### src/rtl/ahb_cmd_seq_master_if.sv
// rtl/ahb_cmd_seq_master_if.sv - command/response and AHB3-Lite signal bundle for ahb_cmd_seq_master
// Check ports (cmd_exp_i, cmd_chk_i, mismatch_o, err_cnt_o) exist only with AHB_SEQ_CHECK_EN.
interface ahb_cmd_seq_master_if #(
  parameter int ADDR_W = 32,
  parameter int DATA_W = 32
);
  logic              cmd_valid_i;
  logic              cmd_ready_o;
  logic [ADDR_W-1:0] cmd_addr_i;
  logic [DATA_W-1:0] cmd_wdata_i;
  logic              cmd_write_i;
  logic [2:0]        cmd_size_i;
  logic              rsp_valid_o;
  logic [DATA_W-1:0] rsp_rdata_o;
  logic              rsp_err_o;
  logic              busy_o;
  logic              mHSEL;
  logic [ADDR_W-1:0] mHADDR;
  logic [DATA_W-1:0] mHWDATA;
  logic              mHWRITE;
  logic [2:0]        mHSIZE;
  logic [2:0]        mHBURST;
  logic [3:0]        mHPROT;
  logic [1:0]        mHTRANS;
  logic              mHREADY;
  logic [DATA_W-1:0] mHRDATA;
  logic              mHRESP;
`ifdef AHB_SEQ_CHECK_EN
  logic [DATA_W-1:0] cmd_exp_i;
  logic              cmd_chk_i;
  logic              mismatch_o;
  logic [15:0]       err_cnt_o;
`endif

  modport master (
`ifdef AHB_SEQ_CHECK_EN
    input  cmd_exp_i, cmd_chk_i,
    output mismatch_o, err_cnt_o,
`endif
    input  cmd_valid_i, cmd_addr_i, cmd_wdata_i, cmd_write_i, cmd_size_i,
    input  mHREADY, mHRDATA, mHRESP,
    output cmd_ready_o, rsp_valid_o, rsp_rdata_o, rsp_err_o, busy_o,
    output mHSEL, mHADDR, mHWDATA, mHWRITE, mHSIZE, mHBURST, mHPROT, mHTRANS
  );

  modport slave (
`ifdef AHB_SEQ_CHECK_EN
    output cmd_exp_i, cmd_chk_i,
    input  mismatch_o, err_cnt_o,
`endif
    output cmd_valid_i, cmd_addr_i, cmd_wdata_i, cmd_write_i, cmd_size_i,
    output mHREADY, mHRDATA, mHRESP,
    input  cmd_ready_o, rsp_valid_o, rsp_rdata_o, rsp_err_o, busy_o,
    input  mHSEL, mHADDR, mHWDATA, mHWRITE, mHSIZE, mHBURST, mHPROT, mHTRANS
  );
endinterface

### src/rtl/ahb_cmd_seq_master.sv
// rtl/ahb_cmd_seq_master.sv - AHB3-Lite master replaying queued single-beat commands in order
// Optional read-data checker and error counter enabled by AHB_SEQ_CHECK_EN.
module ahb_cmd_seq_master #(
  parameter int ADDR_W = 32,
  parameter int DATA_W = 32,
  parameter int DEPTH  = 16
) (
  input  logic                 clk_i,
  input  logic                 rst_n_i,
  ahb_cmd_seq_master_if.master bus
);
  localparam int PW = $clog2(DEPTH);
  localparam logic [PW-1:0] PTR_ONE = PW'(1);
  localparam logic [PW:0]   CNT_ONE = (PW+1)'(1);
  localparam logic [PW:0]   CNT_FULL = (PW+1)'(DEPTH);

  typedef enum logic [1:0] {ST_IDLE, ST_ACTIVE, ST_ERR1, ST_ERR2} state_t;

  state_t            r_state;
  logic [ADDR_W-1:0] r_fifo_addr  [DEPTH];
  logic [DATA_W-1:0] r_fifo_wdata [DEPTH];
  logic              r_fifo_write [DEPTH];
  logic [2:0]        r_fifo_size  [DEPTH];
  logic [PW-1:0]     r_wptr;
  logic [PW-1:0]     r_rptr;
  logic [PW:0]       r_count;
  logic              r_dp_valid;
  logic              r_dp_write;
  logic [DATA_W-1:0] r_dp_wdata;
  logic              r_rsp_valid;
  logic [DATA_W-1:0] r_rsp_rdata;
  logic              r_rsp_err;

  logic w_empty, w_full, w_push, w_pop, w_nonseq, w_done, w_err_done;

  assign w_empty    = (r_count == '0);
  assign w_full     = (r_count == CNT_FULL);
  assign w_push     = bus.cmd_valid_i && !w_full;
  // ERR1 withdraws the pending address so the slave's second error cycle sees IDLE.
  assign w_nonseq   = !w_empty && (r_state != ST_ERR1);
  assign w_pop      = w_nonseq && bus.mHREADY;
  assign w_done     = r_dp_valid && bus.mHREADY;
  assign w_err_done = w_done && (bus.mHRESP || (r_state == ST_ERR1));

  assign bus.cmd_ready_o = !w_full;
  assign bus.mHSEL       = w_nonseq;
  assign bus.mHTRANS     = w_nonseq ? 2'b10 : 2'b00;
  assign bus.mHADDR      = w_nonseq ? r_fifo_addr[r_rptr] : '0;
  assign bus.mHWRITE     = w_nonseq ? r_fifo_write[r_rptr] : 1'b0;
  assign bus.mHSIZE      = w_nonseq ? r_fifo_size[r_rptr] : 3'b000;
  assign bus.mHBURST     = 3'b000;
  assign bus.mHPROT      = 4'b0011;
  assign bus.mHWDATA     = r_dp_wdata;
  assign bus.rsp_valid_o = r_rsp_valid;
  assign bus.rsp_rdata_o = r_rsp_rdata;
  assign bus.rsp_err_o   = r_rsp_err;
  assign bus.busy_o      = !w_empty || r_dp_valid || (r_state != ST_IDLE);

  always_ff @(posedge clk_i) begin
    if (w_push) begin
      r_fifo_addr[r_wptr]  <= bus.cmd_addr_i;
      r_fifo_wdata[r_wptr] <= bus.cmd_wdata_i;
      r_fifo_write[r_wptr] <= bus.cmd_write_i;
      r_fifo_size[r_wptr]  <= bus.cmd_size_i;
    end
  end

  always_ff @(posedge clk_i or negedge rst_n_i) begin
    if (!rst_n_i) begin
      r_state     <= ST_IDLE;
      r_wptr      <= '0;
      r_rptr      <= '0;
      r_count     <= '0;
      r_dp_valid  <= 1'b0;
      r_dp_write  <= 1'b0;
      r_dp_wdata  <= '0;
      r_rsp_valid <= 1'b0;
      r_rsp_rdata <= '0;
      r_rsp_err   <= 1'b0;
    end else begin
      if (w_push) r_wptr <= r_wptr + PTR_ONE;
      if (w_pop)  r_rptr <= r_rptr + PTR_ONE;
      case ({w_push, w_pop})
        2'b10:   r_count <= r_count + CNT_ONE;
        2'b01:   r_count <= r_count - CNT_ONE;
        default: r_count <= r_count;
      endcase

      if (bus.mHREADY) begin
        r_dp_valid <= w_nonseq;
        if (w_nonseq) begin
          r_dp_write <= r_fifo_write[r_rptr];
          r_dp_wdata <= r_fifo_wdata[r_rptr];
        end
      end

      r_rsp_valid <= w_done;
      r_rsp_rdata <= (w_done && !r_dp_write) ? bus.mHRDATA : '0;
      r_rsp_err   <= w_err_done;

      case (r_state)
        ST_IDLE:   if (!w_empty) r_state <= ST_ACTIVE;
        ST_ACTIVE: begin
          if (r_dp_valid && bus.mHRESP && !bus.mHREADY) r_state <= ST_ERR1;
          else if (w_empty && !r_dp_valid)              r_state <= ST_IDLE;
        end
        ST_ERR1:   if (bus.mHREADY) r_state <= ST_ERR2;
        ST_ERR2:   r_state <= (!w_empty || r_dp_valid) ? ST_ACTIVE : ST_IDLE;
        default:   r_state <= ST_IDLE;
      endcase
    end
  end

`ifdef AHB_SEQ_CHECK_EN
  logic [DATA_W-1:0] r_fifo_exp [DEPTH];
  logic              r_fifo_chk [DEPTH];
  logic [DATA_W-1:0] r_dp_exp;
  logic              r_dp_chk;
  logic              r_mismatch;
  logic [15:0]       r_err_cnt;
  logic              w_mis;
  logic [16:0]       w_cnt_sum;

  assign w_mis     = w_done && !r_dp_write && r_dp_chk && (bus.mHRDATA != r_dp_exp);
  assign w_cnt_sum = 17'(r_err_cnt) + 17'(w_mis) + 17'(w_err_done);
  assign bus.mismatch_o = r_mismatch;
  assign bus.err_cnt_o  = r_err_cnt;

  always_ff @(posedge clk_i) begin
    if (w_push) begin
      r_fifo_exp[r_wptr] <= bus.cmd_exp_i;
      r_fifo_chk[r_wptr] <= bus.cmd_chk_i;
    end
  end

  always_ff @(posedge clk_i or negedge rst_n_i) begin
    if (!rst_n_i) begin
      r_dp_exp   <= '0;
      r_dp_chk   <= 1'b0;
      r_mismatch <= 1'b0;
      r_err_cnt  <= '0;
    end else begin
      if (bus.mHREADY && w_nonseq) begin
        r_dp_exp <= r_fifo_exp[r_rptr];
        r_dp_chk <= r_fifo_chk[r_rptr];
      end
      if (w_mis) r_mismatch <= 1'b1;
      r_err_cnt <= w_cnt_sum[16] ? 16'hFFFF : w_cnt_sum[15:0];
    end
  end
`endif
endmodule

### src/flat_wrapper.sv
// flat-port wrapper written by rule: the top's interface ports become plain ports
module ahb_cmd_seq_master_flat 
#(
  parameter int ADDR_W = 32,
  parameter int DATA_W = 32,
  parameter int DEPTH  = 16
)
  (clk_i, rst_n_i, bus_cmd_valid_i, bus_cmd_addr_i, bus_cmd_wdata_i, bus_cmd_write_i, bus_cmd_size_i, bus_mHREADY, bus_mHRDATA, bus_mHRESP, bus_cmd_ready_o, bus_rsp_valid_o, bus_rsp_rdata_o, bus_rsp_err_o, bus_busy_o, bus_mHSEL, bus_mHADDR, bus_mHWDATA, bus_mHWRITE, bus_mHSIZE, bus_mHBURST, bus_mHPROT, bus_mHTRANS);
  ahb_cmd_seq_master_if #(.ADDR_W(ADDR_W), .DATA_W(DATA_W)) bus_i ();
  input  logic clk_i;
  input  logic rst_n_i;
  input wire logic [$bits(bus_i.cmd_valid_i)-1:0] bus_cmd_valid_i;
  input wire logic [$bits(bus_i.cmd_addr_i)-1:0] bus_cmd_addr_i;
  input wire logic [$bits(bus_i.cmd_wdata_i)-1:0] bus_cmd_wdata_i;
  input wire logic [$bits(bus_i.cmd_write_i)-1:0] bus_cmd_write_i;
  input wire logic [$bits(bus_i.cmd_size_i)-1:0] bus_cmd_size_i;
  input wire logic [$bits(bus_i.mHREADY)-1:0] bus_mHREADY;
  input wire logic [$bits(bus_i.mHRDATA)-1:0] bus_mHRDATA;
  input wire logic [$bits(bus_i.mHRESP)-1:0] bus_mHRESP;
  output wire logic [$bits(bus_i.cmd_ready_o)-1:0] bus_cmd_ready_o;
  output wire logic [$bits(bus_i.rsp_valid_o)-1:0] bus_rsp_valid_o;
  output wire logic [$bits(bus_i.rsp_rdata_o)-1:0] bus_rsp_rdata_o;
  output wire logic [$bits(bus_i.rsp_err_o)-1:0] bus_rsp_err_o;
  output wire logic [$bits(bus_i.busy_o)-1:0] bus_busy_o;
  output wire logic [$bits(bus_i.mHSEL)-1:0] bus_mHSEL;
  output wire logic [$bits(bus_i.mHADDR)-1:0] bus_mHADDR;
  output wire logic [$bits(bus_i.mHWDATA)-1:0] bus_mHWDATA;
  output wire logic [$bits(bus_i.mHWRITE)-1:0] bus_mHWRITE;
  output wire logic [$bits(bus_i.mHSIZE)-1:0] bus_mHSIZE;
  output wire logic [$bits(bus_i.mHBURST)-1:0] bus_mHBURST;
  output wire logic [$bits(bus_i.mHPROT)-1:0] bus_mHPROT;
  output wire logic [$bits(bus_i.mHTRANS)-1:0] bus_mHTRANS;
  assign bus_i.cmd_valid_i = bus_cmd_valid_i;
  assign bus_i.cmd_addr_i = bus_cmd_addr_i;
  assign bus_i.cmd_wdata_i = bus_cmd_wdata_i;
  assign bus_i.cmd_write_i = bus_cmd_write_i;
  assign bus_i.cmd_size_i = bus_cmd_size_i;
  assign bus_i.mHREADY = bus_mHREADY;
  assign bus_i.mHRDATA = bus_mHRDATA;
  assign bus_i.mHRESP = bus_mHRESP;
  assign bus_cmd_ready_o = bus_i.cmd_ready_o;
  assign bus_rsp_valid_o = bus_i.rsp_valid_o;
  assign bus_rsp_rdata_o = bus_i.rsp_rdata_o;
  assign bus_rsp_err_o = bus_i.rsp_err_o;
  assign bus_busy_o = bus_i.busy_o;
  assign bus_mHSEL = bus_i.mHSEL;
  assign bus_mHADDR = bus_i.mHADDR;
  assign bus_mHWDATA = bus_i.mHWDATA;
  assign bus_mHWRITE = bus_i.mHWRITE;
  assign bus_mHSIZE = bus_i.mHSIZE;
  assign bus_mHBURST = bus_i.mHBURST;
  assign bus_mHPROT = bus_i.mHPROT;
  assign bus_mHTRANS = bus_i.mHTRANS;
  ahb_cmd_seq_master #(.ADDR_W(ADDR_W), .DATA_W(DATA_W), .DEPTH(DEPTH)) u_core (.clk_i(clk_i), .rst_n_i(rst_n_i), .bus(bus_i));
endmodule
### config.mk
export PLATFORM = sky130hd
export DESIGN_NAME = ahb_cmd_seq_master_flat
export DESIGN_NICKNAME = d
export VERILOG_FILES = /design/src/rtl/ahb_cmd_seq_master_if.sv /design/src/rtl/ahb_cmd_seq_master.sv /design/src/flat_wrapper.sv
export SDC_FILE = /design/constraint.sdc
export NUM_CORES = 1
export LEC_CHECK = 0
export ABC_CLOCK_PERIOD_IN_PS = 11200
export BUFFER_PORTS_ARGS = -buffer_cell sky130_fd_sc_hd__buf_2
export CORE_AREA = 2 2 364 366
export CTS_BUF_LIST = sky130_fd_sc_hd__clkbuf_4
export CTS_CLUSTER_DIAMETER = 80
export DETAILED_ROUTE_END_ITERATION = 10
export DIE_AREA = 0 0 366 368
export PLACE_DENSITY = 0.52
export SYNTH_ARGS = -nofsm -noshare
export SYNTH_HDL_FRONTEND = slang
export SYNTH_SLANG_ARGS = --single-unit
export TNS_END_PERCENT = 30
### constraint.sdc
create_clock -name clk_i -period 11.2 [get_ports clk_i]
set_input_delay 0.56 -clock clk_i [delete_from_list [all_inputs] [get_ports clk_i]]
set_output_delay 0.56 -clock clk_i [all_outputs]
set_load 0.02 [all_outputs]
==> results.yml <==
clock_network:
  postCtsResizedCells: 0
  cts.repair_timing.setup_buffer_count: 0
  cts_tree: "done"
  numClockSinks: 1171
  cts-htree-levels: 5
  cts-buffers-inserted: 324
  worst_setup_hold_path_clk_slew_ns: 0.06
  clockBufferDepth: 4
  cts_hold_repair.buffers: 112
  clockRootBuffer: "sky130_fd_sc_hd__clkbuf_4"
  clock_latency_ns: 1.18
global_route:
  grt_pass1_vias: 24600
  grt_overflow_total: 0
  grt_max_degree: 112
  grt_pass1_wl_um: 162000
  antenna_violations_before_repair: 11
  grt_usage: 0.165
critical_path:
  critical_path_peak_fanout: 61
  startpoint_type: "flip-flop"
  required_ns: 10.64
  timing.critical_path.arrival_ns: 4.96
  criticalPathCategory: "flip-flop to primary output"
  critical_path.endpoint_type: "primary output"
placed_design:
  dpl_cell_area_um2: 47500
  final_weighted_congestion_of_routability_driven_global_placement: 0.697
  io_buffer_count: 210
  place.detailed.hpwl_um: 55500
  place.detailed.instances: 3851
synthesis:
  async_reset_ff_frac: 0.0709
  synthFlopType: "sky130_fd_sc_hd__edfxtp_1"
  ys.warnings.count: 0
  synth_cells: 1950
  synthDistinctLibCells: 49
  synth-edff-count: 1088
  syn-mean-instance-area_um2: 22.7
  syn_area_um2: 44300
  synth_seq_cells: 1171
  synth_sequential_area_ratio: 0.784
power_and_ir_drop:
  irDropWorstVdd_uv: 188
  pwr_density_cell_nw_per_um2: 242
  total_power_mw: 12.7
  cellLeakagePower_nw: 17.6
timing:
  final-setup-viol-count: 0
  final_max_tran_viols: 0
  maxClockFrequency_mhz: 181
  final.min_clock_period_ns: 5.52
  worst_slew_pin_slew_ns: 1.07
  final.period_utilization: 0.493
  fin_worst_skew_ns: 0.0626
  maxSlewHeadroom: 0.283
  timing_hold_violations_final: 0
  grt_setup_unrepaired: "no"
  final_setup_tns_ns: 0
route:
  postRouteWirelength_um: 111000
  postRouteAntennaNets: 0
  dr_total_vias: 22400
  routed_len_inst_um: 24.6
  drt_iter0_markers: 1664
  drtPass1Iterations: 4
  drc_errors: 0
  avgViaCountPerCell: 4.97
floorplan:
  initial_core_util: 0.339
  design.die.area_um2: 135000
  placeableCoreArea_um2: 131000
  placementRows: 133
  ios: 219
  die_width_um: 366
  chipHeight_um: 368
job:
  max_cap_viol_count: 0
finish:
  area.growth.synth_to_final_pct: 18.5
  fillerInstances: 11800
  nNetsFinal: 2648
  final_core_util: 0.401
  finalInstanceArea_um2: 52500
  proportion_of_layout_cells_with_a_drive_suffix_above_1: 0.397
  instances_no_fill: 4507
run_status:
  run_status: "complete, no violations"
worst_hold_path:
  min_path_type: "primary input to flip-flop"
-- sequential cells by signal (all words and copies together) (netlist names), 4 cells and up, named ones only --
name and flops:
u_core.r_count 5, u_core.bus.rsp_rdata_o 32, u_core.bus.mHWDATA 32, u_core.r_fifo_addr 512, u_core.r_fifo_size 48, u_core.r_wptr 4
u_core.r_rptr 4, u_core.r_fifo_write 16, u_core.r_fifo_wdata 512
-- kinds of logic after synthesis --
family | count (synthesis) | synth area share
flops | 1171 | 0.784
mux | 340 | 0.153
simple gates | 169 | 0.0191
buf+inv | 126 | 0.0151
compound gates | 122 | 0.0235
xor+xnor | 11 | 0.00217
fa+ha+maj | 9 | 0.00254
other cells | 2 | 0.000170
-- metrics by stage --
step           setup WS, ns  hold slack [ns]
2_1_floorplan          4.95            0.264
3_3_place_gp           6.86            0.469
3_5_place_dp           6.89            0.471
4_1_cts                5.50          0.00121
5_1_grt                5.45           0.0606
6_report               5.68            0.149
-- cells in the final DEF, fill, tap and decap left out, drive strengths merged, types with 4 or more instances in the layout --
master       netlist  final
dlygate4sd3        0    111
clkbuf            28    482
mux2i             68     68
mux4             269    269
and2              34     34
xor2               4      4
nand2b             7      7
dfrtp             83     83
buf               89    258
xnor2              7      7
o21ai              4      4
conb               2      8
nor2              22     22
edfxtp          1088   1088
o22ai             70     70
o221ai            32     32
inv                9     14
clkinv             0     47
diode              0      9
nand2             54     54
nor3              40     40
ha                 9      9
-- synthesized netlist by cell type (2+ instances only) --
master / n / area (µm²)
sky130_fd_sc_hd__mux2i_1: 68 / 681
sky130_fd_sc_hd__o221ai_2: 29 / 435
sky130_fd_sc_hd__a22oi_1: 2 / 15.0
sky130_fd_sc_hd__inv_1: 8 / 30.0
sky130_fd_sc_hd__a21oi_1: 2 / 10.0
sky130_fd_sc_hd__buf_4: 20 / 150
sky130_fd_sc_hd__ha_1: 9 / 113
sky130_fd_sc_hd__a31oi_1: 2 / 12.5
sky130_fd_sc_hd__mux4_2: 269 / 6060
sky130_fd_sc_hd__o21a_1: 2 / 15.0
sky130_fd_sc_hd__o21ai_0: 4 / 20.0
sky130_fd_sc_hd__edfxtp_1: 1088 / 32700
sky130_fd_sc_hd__xor2_1: 4 / 35.0
sky130_fd_sc_hd__o221ai_1: 3 / 26.3
sky130_fd_sc_hd__nand2b_1: 6 / 37.5
sky130_fd_sc_hd__buf_6: 5 / 56.3
sky130_fd_sc_hd__nor2_1: 22 / 82.6
sky130_fd_sc_hd__nor3_1: 40 / 200
sky130_fd_sc_hd__buf_2: 60 / 300
sky130_fd_sc_hd__conb_1: 2 / 7.51
sky130_fd_sc_hd__buf_1: 4 / 15.0
sky130_fd_sc_hd__and2_1: 34 / 213
sky130_fd_sc_hd__dfrtp_1: 83 / 2080
sky130_fd_sc_hd__nor2b_1: 3 / 18.8
sky130_fd_sc_hd__nand4_1: 2 / 12.5
sky130_fd_sc_hd__xnor2_1: 7 / 61.3
sky130_fd_sc_hd__clkbuf_1: 27 / 101
sky130_fd_sc_hd__o22ai_1: 70 / 438
sky130_fd_sc_hd__nand2_1: 53 / 199
sky130_fd_sc_hd__mux2_2: 3 / 33.8
-- per-layer routing --
layer	global-route usage	vias up	routed length, µm
met5	0	-	33
met4	0.0635	4	2560
met3	0.0395	196	6150
met2	0.271	677	54800
met1	0.212	12000	47500
li1	-	9587	-
-- report_power, final --
part	switching [mW]	total (mW)	internal, mW
logic	2.05	3.47	1.42
registers	0.287	5.58	5.29
clock network	1.67	3.64	1.97
total	4.00	12.7	8.68
-- worst paths after layout --
check | from | endpoint | slack [ns] | depth (start not counted)
max | u_core.r_rptr[1]$_DFFE_PN0P_ | bus_mHWRITE | 5.68 | 6
min | bus_mHRDATA[7] | u_core.bus.rsp_rdata_o[7]$_DFF_PN0_ | 0.15 | 3
max reg2reg | u_core.r_count[1]$_DFFE_PN0P_ | u_core.r_fifo_wdata[10][25]$_DFFE_PP_ | 7.52 | 6
min reg2reg | u_core.bus.mHWDATA[20]$_DFFE_PN0P_ | u_core.bus.mHWDATA[20]$_DFFE_PN0P_ | 0.48 | 2
max in group asynchronous | rst_n_i | u_core.r_rptr[3]$_DFFE_PN0P_ | 9.77 | 4
min in group asynchronous | rst_n_i | u_core.bus.mHWDATA[3]$_DFFE_PN0P_ | 0.45 | 4
-- critical path: stages (launching register included) --
cell                      delay [ns]
sky130_fd_sc_hd__dfrtp_4        1.00
sky130_fd_sc_hd__buf_4          0.93
sky130_fd_sc_hd__mux4_2         0.39
sky130_fd_sc_hd__a22oi_1        0.10
sky130_fd_sc_hd__and3_1         0.27
sky130_fd_sc_hd__nor3_1         0.74
sky130_fd_sc_hd__buf_2          0.32
-- cell type report --
cell class,instances,area [µm²],area share
Clock buffer,482,3620,0.0690
Clock inverter,53,236,0.00451
Antenna cell,9,22.5,0.000429
Sequential cell,1171,34800,0.662
Timing Repair Buffer,369,2560,0.0488
Inverter,9,41.3,0.000787
Multi-Input combinational cell,659,9030,0.172
Tap cell,1755,2200,0.0418
Note: power is estimated with default switching activity, not from simulation.
